==> src/rtl/pia_multi_pkg.sv <==
// Shared constants, CR bit map, C2 mode encoding and address helpers for the
// multi-port PIA core.
package pia_multi_pkg;

    localparam int DATA_WIDTH = 8;

    // Control register bit positions
    localparam int PIA_CR_C1_EN       = 0;
    localparam int PIA_CR_C1_EDGE     = 1;
    localparam int PIA_CR_PIB_SEL     = 2;
    localparam int PIA_CR_C2_MODE_LSB = 3;
    localparam int PIA_CR_C2_FLAG     = 6;
    localparam int PIA_CR_C1_FLAG     = 7;

    // CR[5:3]: 0xy = input (x edge, y irq enable), 100 handshake, 101 pulse, 11z manual
    typedef enum logic [2:0] {
        C2_IN_FALL     = 3'b000,
        C2_IN_FALL_IRQ = 3'b001,
        C2_IN_RISE     = 3'b010,
        C2_IN_RISE_IRQ = 3'b011,
        C2_HANDSHAKE   = 3'b100,
        C2_PULSE       = 3'b101,
        C2_MANUAL_LO   = 3'b110,
        C2_MANUAL_HI   = 3'b111
    } c2_mode_e;

    typedef enum logic {
        C2_IDLE = 1'b0,
        C2_LOW  = 1'b1
    } c2_state_e;

    // Bits needed to hold the value n (at least 1)
    function automatic int bit_width(input int n);
        return (n < 2) ? 1 : $clog2(n + 1);
    endfunction

    // Register-select value for a given port and sel (0 = DDR/PIB, 1 = CR)
    function automatic int pia_rs(input int port, input bit sel);
        return port * 2 + int'(sel);
    endfunction

endpackage

==> src/rtl/pia_multi_port.sv <==
// One PIA port: DDR/OR/CR registers, C1/C2 synchronisers and edge flags,
// combinational read mux and the C2 output state machine.
module pia_port
    import pia_multi_pkg::*;
#(
    parameter int PORT_WIDTH = 8,
    parameter bit ODD_PORT   = 1'b0
) (
    input  logic                  clk_i,
    input  logic                  reset_i,
    input  logic                  acc_i,
    input  logic                  we_i,
    input  logic                  sel_i,
    input  logic [DATA_WIDTH-1:0] data_i,
    output logic [DATA_WIDTH-1:0] rdata_o,
    input  logic [PORT_WIDTH-1:0] port_i,
    output logic [PORT_WIDTH-1:0] port_o,
    output logic [PORT_WIDTH-1:0] port_oe_o,
    input  logic                  c1_i,
    input  logic                  c2_i,
    output logic                  c2_o,
    output logic                  c2_oe_o,
    output logic                  irq_o
);

    localparam int ML = PIA_CR_C2_MODE_LSB;

    logic [PORT_WIDTH-1:0] ddr_q, ddr_d, or_q, or_d;
    logic [PORT_WIDTH-1:0] pin_s1_q, pin_s2_q;
    logic [7:0]            cr_q, cr_d;
    logic [2:0]            c1_sync_q, c2_sync_q;
    c2_state_e             st_q;
    logic                  c2_q;

    logic      rd, wr, pib_rd, pib_wr, trig;
    logic      c1_edge, c2_edge, mode_chg;
    c2_mode_e  mode_d;

    // Access decode, edge detection and next-state of the register file
    always_comb begin
        rd     = acc_i & ~we_i;
        wr     = acc_i & we_i;
        pib_rd = rd & ~sel_i & cr_q[PIA_CR_PIB_SEL];
        pib_wr = wr & ~sel_i & cr_q[PIA_CR_PIB_SEL];
        trig   = ODD_PORT ? pib_wr : pib_rd;

        // [1] is the settled synchronised sample, [2] the one before it
        c1_edge = cr_q[PIA_CR_C1_EDGE] ? (c1_sync_q[1] & ~c1_sync_q[2])
                                       : (~c1_sync_q[1] & c1_sync_q[2]);
        // C2 flag only meaningful while C2 is an input
        c2_edge = ~cr_q[ML+2] & (cr_q[ML+1] ? (c2_sync_q[1] & ~c2_sync_q[2])
                                            : (~c2_sync_q[1] & c2_sync_q[2]));

        ddr_d = ddr_q;
        or_d  = or_q;
        if (wr && !sel_i) begin
            if (cr_q[PIA_CR_PIB_SEL]) or_d  = data_i[PORT_WIDTH-1:0];
            else                      ddr_d = data_i[PORT_WIDTH-1:0];
        end

        cr_d = cr_q;
        if (wr && sel_i) cr_d[5:0] = data_i[5:0];
        // A new edge beats a same-cycle PIB read clear
        cr_d[PIA_CR_C1_FLAG] = c1_edge | (cr_q[PIA_CR_C1_FLAG] & ~pib_rd);
        cr_d[PIA_CR_C2_FLAG] = c2_edge | (cr_q[PIA_CR_C2_FLAG] & ~pib_rd);

        mode_d   = c2_mode_e'(cr_d[ML+2:ML]);
        mode_chg = wr & sel_i & (cr_d[ML+2:ML] != cr_q[ML+2:ML]);
    end

    // Read data for the top-level mux; zero-extended above PORT_WIDTH
    always_comb begin
        rdata_o = '0;
        if (sel_i)
            rdata_o = cr_q;
        else if (cr_q[PIA_CR_PIB_SEL])
            rdata_o[PORT_WIDTH-1:0] = (or_q & ddr_q) | (pin_s2_q & ~ddr_q);
        else
            rdata_o[PORT_WIDTH-1:0] = ddr_q;
    end

    // Register file
    always_ff @(posedge clk_i or posedge reset_i) begin
        if (reset_i) begin
            ddr_q <= '0;
            or_q  <= '0;
            cr_q  <= '0;
        end else begin
            ddr_q <= ddr_d;
            or_q  <= or_d;
            cr_q  <= cr_d;
        end
    end

    // Two-flop synchronisers plus one history flop for edge detection
    always_ff @(posedge clk_i or posedge reset_i) begin
        if (reset_i) begin
            pin_s1_q  <= '0;
            pin_s2_q  <= '0;
            c1_sync_q <= '0;
            c2_sync_q <= '0;
        end else begin
            pin_s1_q  <= port_i;
            pin_s2_q  <= pin_s1_q;
            c1_sync_q <= {c1_sync_q[1:0], c1_i};
            c2_sync_q <= {c2_sync_q[1:0], c2_i};
        end
    end

    // C2 output FSM: manual follows CR[3]; handshake/pulse drop low on trigger
    always_ff @(posedge clk_i or posedge reset_i) begin
        if (reset_i) begin
            st_q <= C2_IDLE;
            c2_q <= 1'b1;
        end else if (mode_d == C2_MANUAL_LO || mode_d == C2_MANUAL_HI) begin
            st_q <= C2_IDLE;
            c2_q <= cr_d[ML];
        end else if (!cr_d[ML+2] || mode_chg) begin
            st_q <= C2_IDLE;
            c2_q <= 1'b1;
        end else if (trig) begin
            st_q <= C2_LOW;
            c2_q <= 1'b0;
        end else if (st_q == C2_LOW && (mode_d == C2_PULSE || c1_edge)) begin
            st_q <= C2_IDLE;
            c2_q <= 1'b1;
        end
    end

    assign port_o    = or_q;
    assign port_oe_o = ddr_q;
    assign c2_o      = c2_q;
    assign c2_oe_o   = cr_q[ML+2];
    assign irq_o     = (cr_q[PIA_CR_C1_FLAG] & cr_q[PIA_CR_C1_EN])
                     | (cr_q[PIA_CR_C2_FLAG] & cr_q[ML] & ~cr_q[ML+2]);

endmodule

==> src/rtl/pia_multi.sv <==
// Multi-port PIA top: register-select decode, per-port instances and the
// registered read-data mux.
module pia_multi
    import pia_multi_pkg::*;
#(
    parameter  int NUM_PORTS  = 2,
    parameter  int PORT_WIDTH = 8,
    localparam int RS_WIDTH   = bit_width(2 * NUM_PORTS - 1)
) (
    input  logic                            clk_i,
    input  logic                            reset_i,
    input  logic [RS_WIDTH-1:0]             rs_i,
    input  logic [DATA_WIDTH-1:0]           data_i,
    input  logic                            we_i,
    input  logic                            strobe_i,
    output logic [DATA_WIDTH-1:0]           data_o,
    input  logic [NUM_PORTS*PORT_WIDTH-1:0] port_i,
    output logic [NUM_PORTS*PORT_WIDTH-1:0] port_o,
    output logic [NUM_PORTS*PORT_WIDTH-1:0] port_oe_o,
    input  logic [NUM_PORTS-1:0]            c1_i,
    input  logic [NUM_PORTS-1:0]            c2_i,
    output logic [NUM_PORTS-1:0]            c2_o,
    output logic [NUM_PORTS-1:0]            c2_oe_o,
    output logic [NUM_PORTS-1:0]            irq_o
);

    logic [NUM_PORTS-1:0][DATA_WIDTH-1:0] rdata;
    logic [NUM_PORTS-1:0]                 acc;
    logic [DATA_WIDTH-1:0]                rd_mux, data_q;
    int                                   port_sel;

    // Upper rs_i bits pick the port; indices >= NUM_PORTS select nothing
    assign port_sel = int'(32'(rs_i) >> 1);

    for (genvar p = 0; p < NUM_PORTS; p++) begin : g_port
        assign acc[p] = strobe_i & (port_sel == p);

        pia_port #(
            .PORT_WIDTH (PORT_WIDTH),
            .ODD_PORT   (1'(p % 2))
        ) u_port (
            .clk_i     (clk_i),
            .reset_i   (reset_i),
            .acc_i     (acc[p]),
            .we_i      (we_i),
            .sel_i     (rs_i[0]),
            .data_i    (data_i),
            .rdata_o   (rdata[p]),
            .port_i    (port_i[p*PORT_WIDTH +: PORT_WIDTH]),
            .port_o    (port_o[p*PORT_WIDTH +: PORT_WIDTH]),
            .port_oe_o (port_oe_o[p*PORT_WIDTH +: PORT_WIDTH]),
            .c1_i      (c1_i[p]),
            .c2_i      (c2_i[p]),
            .c2_o      (c2_o[p]),
            .c2_oe_o   (c2_oe_o[p]),
            .irq_o     (irq_o[p])
        );
    end

    // Read mux; out-of-range port reads as zero
    always_comb begin
        rd_mux = '0;
        for (int p = 0; p < NUM_PORTS; p++)
            if (port_sel == p) rd_mux = rdata[p];
    end

    // Read data register, updated only on read strobes
    always_ff @(posedge clk_i or posedge reset_i) begin
        if (reset_i)                data_q <= '0;
        else if (strobe_i && !we_i) data_q <= rd_mux;
    end

    assign data_o = data_q;

endmodule
==> config.mk <==
export PLATFORM = sky130hd
export DESIGN_NAME = pia_multi
export DESIGN_NICKNAME = d
export VERILOG_FILES = /design/src/rtl/pia_multi_pkg.sv /design/src/rtl/pia_multi_port.sv /design/src/rtl/pia_multi.sv
export SDC_FILE = /design/constraint.sdc
export NUM_CORES = 1
export LEC_CHECK = 0
export ABC_CLOCK_PERIOD_IN_PS = 5100
export CELL_PAD_IN_SITES_DETAIL_PLACEMENT = 0
export CELL_PAD_IN_SITES_GLOBAL_PLACEMENT = 1
export CORE_MARGIN = 4
export CORE_UTILIZATION = 41
export CTS_CLUSTER_SIZE = 30
export DETAILED_ROUTE_END_ITERATION = 8
export GPL_TIMING_DRIVEN = 0
export PLACE_DENSITY_LB_ADDON = 0.1
export SYNTH_ARGS = -nofsm -noshare
export SYNTH_HDL_FRONTEND = slang
export SYNTH_SLANG_ARGS = --single-unit
==> constraint.sdc <==
create_clock -name clk_i -period 5.1 [get_ports clk_i]
set_clock_uncertainty 0.2 [all_clocks]
set_input_delay 1.275 -clock clk_i [delete_from_list [all_inputs] [get_ports clk_i]]
set_output_delay 1.275 -clock clk_i [all_outputs]
set_load 0.02 [all_outputs]
==> impl_metrics.py, run 1 <==
metrics = {
    "clock_tree": {
        "ctsLongestPathBuffers": 2,
        "cts_setup_buffers": 0,
        "cts-resized-gates": 0,
        "cts_root_buffer": "clkbuf_8",
        "cts.clk_slew.worst_paths_ps": 100,
        "cts_tree": "yes",
        "clk_latency_ps": 360,
        "hold_buffers": 0,
        "cts_buffers": 9,
        "clock-sinks": 104,
        "cts-htree-levels": 3,
    },
    "sta": {
        "layout_setup_ws_ps": 1800,
        "hold_violations": 0,
        "hold_ws_ps": 155,
        "drv_slew": 0,
        "min_period_ps": 3300,
        "slew_headroom_pct": 51.6,
        "post-route-period-util_pct": 64.7,
        "fmax_ghz": 0.303,
        "finalSetupViolCount": 0,
        "tightest_slew_ps": 726,
        "rsz0062_at_grt": "false",
    },
    "synth": {
        "ys_seq_area_share_pct": 62.5,
        "synthArstFlopShare_pct": 100,
        "syn-instance-count": 333,
        "synth-edff-count": 0,
        "synth_flop_cell": "dfrtp_1",
        "synthesis.area_mm2": 0.00417,
        "synthAdderAreaFrac_pct": 0,
        "synth-simple-area-share_pct": 8.89,
        "syn_area_per_cell_um2": 12.5,
        "yosysWarnings": 0,
        "syn_nets": 367,
        "synth_compound_area_share_pct": 11.6,
        "synth_mux_area_share_pct": 11.8,
        "synth_xor_area_share_pct": 0.420,
        "yosysUniqueCellTypes": 39,
        "ys_ff_latch": 104,
        "synth_top_family_by_area": "multiplexers",
    },
    "worst_setup_path": {
        "start_kind": "flop",
        "worstPathMaxFanout": 9,
        "r2r_end": "g_port[0].u_port.port_o[1]",
        "end_kind": "output port",
        "regToRegStartpoint": "g_port[0].u_port.cr_q[2]",
        "arrival_ps": 1820,
        "rrSetupSlack_ps": 3020,
        "rr_worst_depth": 3,
        "crit_required_ps": 3620,
        "worstSetupPathType": "flop to output port",
    },
    "drt": {
        "drt-initial-drc-count": 148,
        "routed_wl_um": 10000,
        "vias_per_cell": 5.16,
        "first_pass_iters": 4,
        "post_drt_wl_per_cell_um": 17.9,
        "drtAntennaViolNets": 0,
        "drcViolationCount": 0,
        "vias": 2878,
    },
    "place": {
        "dp_hpwl_um": 7040,
        "place_area_mm2": 0.00511,
        "dpl_worst_slack_ps": 1530,
        "place_congestion": 0.812,
        "placedCellCount": 542,
        "numPortBuffers": 75,
    },
    "finish": {
        "area_growth_pct": 27.9,
        "antenna_cells": 0,
        "nNetsFinal": 454,
        "final_cells": 558,
        "seq_area_mm2": 0.00261,
        "multi_input_comb_area_mm2": 0.00136,
        "drive_gt1_share_pct": 16.9,
        "n_fill_cell": 886,
        "final_area_mm2": 0.00533,
    },
    "flow_run": {
        "drv_cap": 0,
    },
    "global_routing": {
        "antenna_found_initial": 0,
        "grt_pass1_vias": 2890,
        "track_usage_pct": 17.8,
        "grt_pass1_wl_um": 15700,
        "grt_max_degree": 59,
        "grt-ovfl-total": 0,
    },
    "pwr": {
        "ir_drop_v": 0.000198,
        "switchingPower_mw": 0.809,
        "power_mw": 2.41,
        "leakagePower_nw": 2.33,
        "p_per_area_mw_per_mm2": 452,
        "combPwrFrac_pct": 31.7,
        "p_int_mw": 1.60,
        "seqPwrFrac_pct": 46.0,
        "switching_share_pct": 33.6,
        "p_clk_share_pct": 22.4,
    },
    "hold_path": {
        "hp-class": "flop to flop",
        "hold_depth": 0,
        "hold_end": "g_port[1].u_port.pin_s2_q[5]",
        "min_from": "g_port[1].u_port.pin_s1_q[5]",
    },
    "floorplan": {
        "initial_core_util_pct": 42.4,
        "pin_count": 80,
        "core-area_mm2": 0.00982,
        "fp.dieW_um": 109,
        "dieArea_mm2": 0.0118,
        "std_cell_rows": 36,
        "chipHeight_um": 109,
    },
    "run_status": {
        "outcome": "completed",
    },
}
-- cell usage after synthesis, types with 2 or more instances --
cell type    n  area [um2]
a21o_1       2        15.0
a21oi_1     25         125
a311oi_1     7        61.3
a31oi_1      8        50.1
and3_1       3        18.8
and3b_1      4        35.0
buf_2        8        40.0
buf_4        6        45.0
clkbuf_1     4        15.0
dfrtp_1    102        2550
dfstp_2      2        52.6
inv_1       22        82.6
mux2_2      34         383
mux2i_1     11         110
nand2_1     26        97.6
nand2b_1     3        18.8
nand3_1      6        30.0
nand3b_1     6        45.0
nor2_1      10        37.5
nor4bb_1     2        20.0
o2111ai_1    2        17.5
o21ai_0     15        75.1
o221ai_1     7        61.3
o31a_1       2        17.5
xnor2_1      2        17.5
-- power by group through the flow --
stage          Sequential, mW  Clock (mW)  Combinational [mW]
3_5_place_dp             1.12           0               0.771
2_1_floorplan            1.22           0               0.292
4_1_cts                  1.11       0.559               0.774
3_3_place_gp             1.12           0               0.755
5_1_grt                  1.13       0.586               0.826
6_report                 1.11       0.538               0.763
-- worst max-delay path: stages (launching register included) --
cell	delay [ps]
dfrtp_1	490
inv_1	70
a32o_1	250
buf_4	130
clkdlybuf4s50_1	520
-- how the worst max path moves through the flow --
stage	from	endpoint	slack, ps	depth (start not counted)
2_1_floorplan	reset_i	data_o[0]	900	1
3_3_place_gp	reset_i	g_port[1].u_port.port_o[5]	-650	2
3_5_place_dp	rs_i[1]	g_port[0].u_port.port_o[1]	1530	5
4_1_cts	g_port[0].u_port.cr_q[5]	irq_o[0]	1770	4
5_1_grt	g_port[1].u_port.cr_q[3]	irq_o[1]	1700	4
6_report	g_port[0].u_port.cr_q[5]	irq_o[0]	1800	4
-- logic make-up (layout without fill, tap and decap cells) --
group / count (synthesis) / in the layout
AND/OR/NAND/NOR: 66 / 66
buffers and inverters: 42 / 134
flip-flops: 104 / 104
XOR/XNOR: 2 / 2
multiplexers: 45 / 45
AO/OA/AOI/OAI: 74 / 74
-- metal layers --
layer	part of all wire (%)	track usage [%]	up-vias	wire length, um
li1	-	-	1358	-
met1	46	25.1	1430	4640
met2	47	27.9	84	4740
met3	5.6	4.03	6	559
met4	0.72	4.33	0	72
met5	0	0	-	0
-- sequential cells by signal (all words and copies together), names as in the netlist --
name,flops
g_port.u_port.port_oe_o,16
g_port.u_port.c2_sync_q,6
g_port.u_port.pin_s1_q,16
g_port.u_port.c1_sync_q,6
g_port.u_port.c2_o,2
g_port.u_port.port_o,16
g_port.u_port.st_q,2
data_o,8
g_port.u_port.cr_q,16
g_port.u_port.pin_s2_q,16
-- stage by stage --
| step | setup TNS [ps] | utilization (%) |
|---|---|---|
| 4_1_cts | 0 | 54.3 |
| 3_5_place_dp | 0 | 52.1 |
| 5_1_grt | 0 | 54.3 |
| 6_report | 0 | 54.3 |
| 3_3_place_gp | -65440 | 51.8 |
| 2_1_floorplan | 0 | - |
-- final cells by class --
cell class / instances / area share, %
plain buffers: 20 / 2.18
clock buffers: 10 / 2.40
clock inverters: 6 / 1.62
inverters: 22 / 1.60
multi-input cells: 187 / 25.6
flip-flops and latches: 104 / 48.9
well taps: 133 / 3.12
repair buffers: 76 / 14.6
-- layout by cell type (no fill, tap or decap), types with 2 or more instances in the layout --
master	count
mux2i_1	11
o221ai_1	7
o31a_1	2
clkbuf_1	5
nand3_1	6
o2111ai_1	2
nand2b_1	3
clkbuf_8	9
o21ai_0	15
nor2_1	10
dfrtp_1	102
nand3b_1	6
a311oi_1	7
nor4bb_1	2
inv_1	21
inv_8	2
mux2_2	34
a31oi_1	8
inv_6	2
a21oi_1	25
a21o_1	2
buf_4	6
and3_1	3
nand2_1	26
dfstp_2	2
clkdlybuf4s50_1	75
xnor2_1	2
buf_2	8
and3b_1	4
Note: power is estimated with default switching activity, not from simulation.
==> run 2: changes to the inputs <==
--- a/config.mk
+++ b/config.mk
@@ -5,7 +5,7 @@
 export SDC_FILE = /design/constraint.sdc
 export NUM_CORES = 1
 export LEC_CHECK = 0
-export ABC_CLOCK_PERIOD_IN_PS = 5100
+export ABC_CLOCK_PERIOD_IN_PS = 3170
 export CELL_PAD_IN_SITES_DETAIL_PLACEMENT = 0
 export CELL_PAD_IN_SITES_GLOBAL_PLACEMENT = 1
 export CORE_MARGIN = 4
==> constraint.sdc (replaced) <==
create_clock -name clk_i -period 3.17 [get_ports clk_i]
set_clock_uncertainty 0.2 [all_clocks]
set_input_delay 0.7925 -clock clk_i [delete_from_list [all_inputs] [get_ports clk_i]]
set_output_delay 0.7925 -clock clk_i [all_outputs]
set_load 0.02 [all_outputs]
==> run 2 against run 1 <==
  * Wire length is 2.9% higher
  * Register-to-register slack got worse by 1900 ps
  * Highest routed layer unchanged
  * First-iteration DRC count decreased by 24%
  * Non-clock buffer count up 1
  * Sequential share of layout area is 0.16 points higher
  * Critical endpoint is now irq_o[1]
  * Setup slack lost 1500 ps
  * Die area is the same
  * Global-route usage increased by 0.98 points
  * Largest power group unchanged
==> impl_metrics.py, run 2 (same netlist as run 1, synthesis figures left out) <==
metrics = {
    "global_routing": {
        "antenna_found_initial": 0,
        "grt_pass1_wl_um": 16600,
        "grt-ovfl-total": 0,
        "track_usage_pct": 18.7,
        "grt_pass1_vias": 2952,
        "grt_max_degree": 41,
    },
    "worst_setup_path": {
        "slowest_stage": "clkdlybuf4s50_1",
        "path_delay_family": "buffers and inverters",
        "slowest_delay_ps": 600,
        "crit_required_ps": 2180,
        "worstPathMaxFanout": 6,
        "start_kind": "flop",
        "path_cells": "nand2_1 -> o21ai_0 -> buf_4 -> clkdlybuf4s50_1",
        "arrival_ps": 1850,
        "end_kind": "output port",
        "crit_buf_inv": 2,
        "worstSetupPathType": "flop to output port",
    },
    "drt": {
        "first_pass_iters": 4,
        "vias_per_cell": 5.20,
        "routed_wl_um": 10300,
        "drcViolationCount": 0,
        "drt-initial-drc-count": 113,
        "vias": 2898,
        "post_drt_wl_per_cell_um": 18.5,
        "drtAntennaViolNets": 0,
    },
    "floorplan": {
        "chipHeight_um": 109,
        "initial_core_util_pct": 42.4,
        "core-area_mm2": 0.00982,
        "fp.dieW_um": 109,
        "std_cell_rows": 36,
        "dieArea_mm2": 0.0118,
        "pin_count": 80,
    },
    "sta": {
        "post-route-period-util_pct": 89.8,
        "slew_headroom_pct": 45.4,
        "min_period_ps": 2850,
        "hold_violations": 0,
        "tightest_slew_ps": 818,
        "rsz0062_at_grt": "false",
        "drv_slew": 0,
        "setup-tns-final_ps": 0,
        "fmax_ghz": 0.351,
        "finalSetupViolCount": 0,
    },
    "pwr": {
        "combPwrFrac_pct": 32.3,
        "p_int_mw": 2.55,
        "p_clk_share_pct": 21.0,
        "power_mw": 3.81,
        "switchingPower_mw": 1.26,
        "switching_share_pct": 33.1,
        "p_per_area_mw_per_mm2": 717,
        "ir_drop_v": 0.000394,
        "leakagePower_nw": 2.31,
        "seqPwrFrac_pct": 46.7,
    },
    "finish": {
        "final_cell_mix": "dfrtp_1 (102), clkdlybuf4s50_1 (75), mux2_2 (34)",
        "area_growth_pct": 27.4,
        "nNetsFinal": 455,
        "drive_gt1_share_pct": 16.7,
        "mostFrequentLayoutCell": "dfrtp_1",
        "antenna_cells": 0,
    },
    "clock_tree": {
        "cts_root_buffer": "clkbuf_8",
        "cts_buffers": 9,
        "hold_buffers": 0,
        "cts.clk_slew.worst_paths_ps": 90,
        "cts-htree-levels": 3,
        "clk_latency_ps": 360,
        "cts-resized-gates": 0,
        "cts_tree": "yes",
        "clock-sinks": 104,
        "cts_setup_buffers": 0,
        "ctsLongestPathBuffers": 2,
    },
    "hold_path": {
        "hp-class": "flop to flop",
    },
    "run_status": {
        "outcome": "completed",
    },
    "place": {
        "numPortBuffers": 75,
        "place_congestion": 0.828,
        "dp_hpwl_um": 7200,
    },
    "flow_run": {
        "drv_cap": 0,
    },
}
## run 2: cell types whose count changed in the layout (fill, tap and decap cells not counted)
cell	delta
clkinv_4	+1
buf_16	-1
inv_6	-1
clkinv_8	-1
clkinvlp_4	+2
inv_8	-2
inv_4	-1
buf_12	+2
## run 2: final timing paths
path	startpoint	endpoint	slack (ps)	cells past startpoint
max in group asynchronous	reset_i	g_port[0].u_port.c2_o	1360	3
min in group asynchronous	reset_i	g_port[1].u_port.pin_s1_q[3]	730	2
setup / recovery	g_port[1].u_port.cr_q[3]	irq_o[1]	320	4
hold reg to reg	g_port[1].u_port.c2_sync_q[0]	g_port[1].u_port.c2_sync_q[1]	150	0
setup reg to reg	g_port[0].u_port.cr_q[2]	g_port[0].u_port.port_o[7]	1110	3
hold / removal	g_port[1].u_port.c2_sync_q[0]	g_port[1].u_port.c2_sync_q[1]	150	0
## run 2: worst register-to-register path, delay by kind of cell (launching register included)
kind          cells  cell delay, ps
simple gates      1             620
mux               1             500
flops             1             340
buf+inv           1             290
## run 2: area by class of cell
class | count | area (um2)
Tap cell | 133 | 166
Multi-Input combinational cell | 187 | 1360
Timing Repair Buffer | 77 | 791
Buffer | 20 | 116
Inverter | 22 | 86.3
Sequential cell | 104 | 2610
Clock buffer | 10 | 128
Clock inverter | 4 | 55.1
Fill cell | 914 | 4510
## run 2: through the flow
step	util, %	std cells	instance area [um2]	hold WS, ps	setup slack (ps)
6_report	54.1	557	5310	154	323
5_1_grt	54.1	557	5310	164	215
4_1_cts	54.1	557	5310	157	305
3_5_place_dp	52.2	543	5130	135	83.3
3_3_place_gp	51.8	541	5090	132	-114
2_1_floorplan	-	333	4170	131	934
## run 2: power groups by stage
stage	Combinational [mW]	Clock (mW)	Sequential, mW
after floorplan	0.471	0	1.97
after global placement	1.22	0	1.80
after detailed placement	1.24	0	1.80
after CTS	1.25	0.825	1.78
after global routing	1.33	0.885	1.82
final	1.23	0.798	1.78
## run 2: per-layer routing
layer / global-route usage (%) / vias up / wire, um
li1: - / 1357 / -
met2: 28.6 / 79 / 4790
met5: 0 / - / 0
met3: 4.74 / 14 / 515
met4: 4.69 / 0 / 152
met1: 26.9 / 1448 / 4840
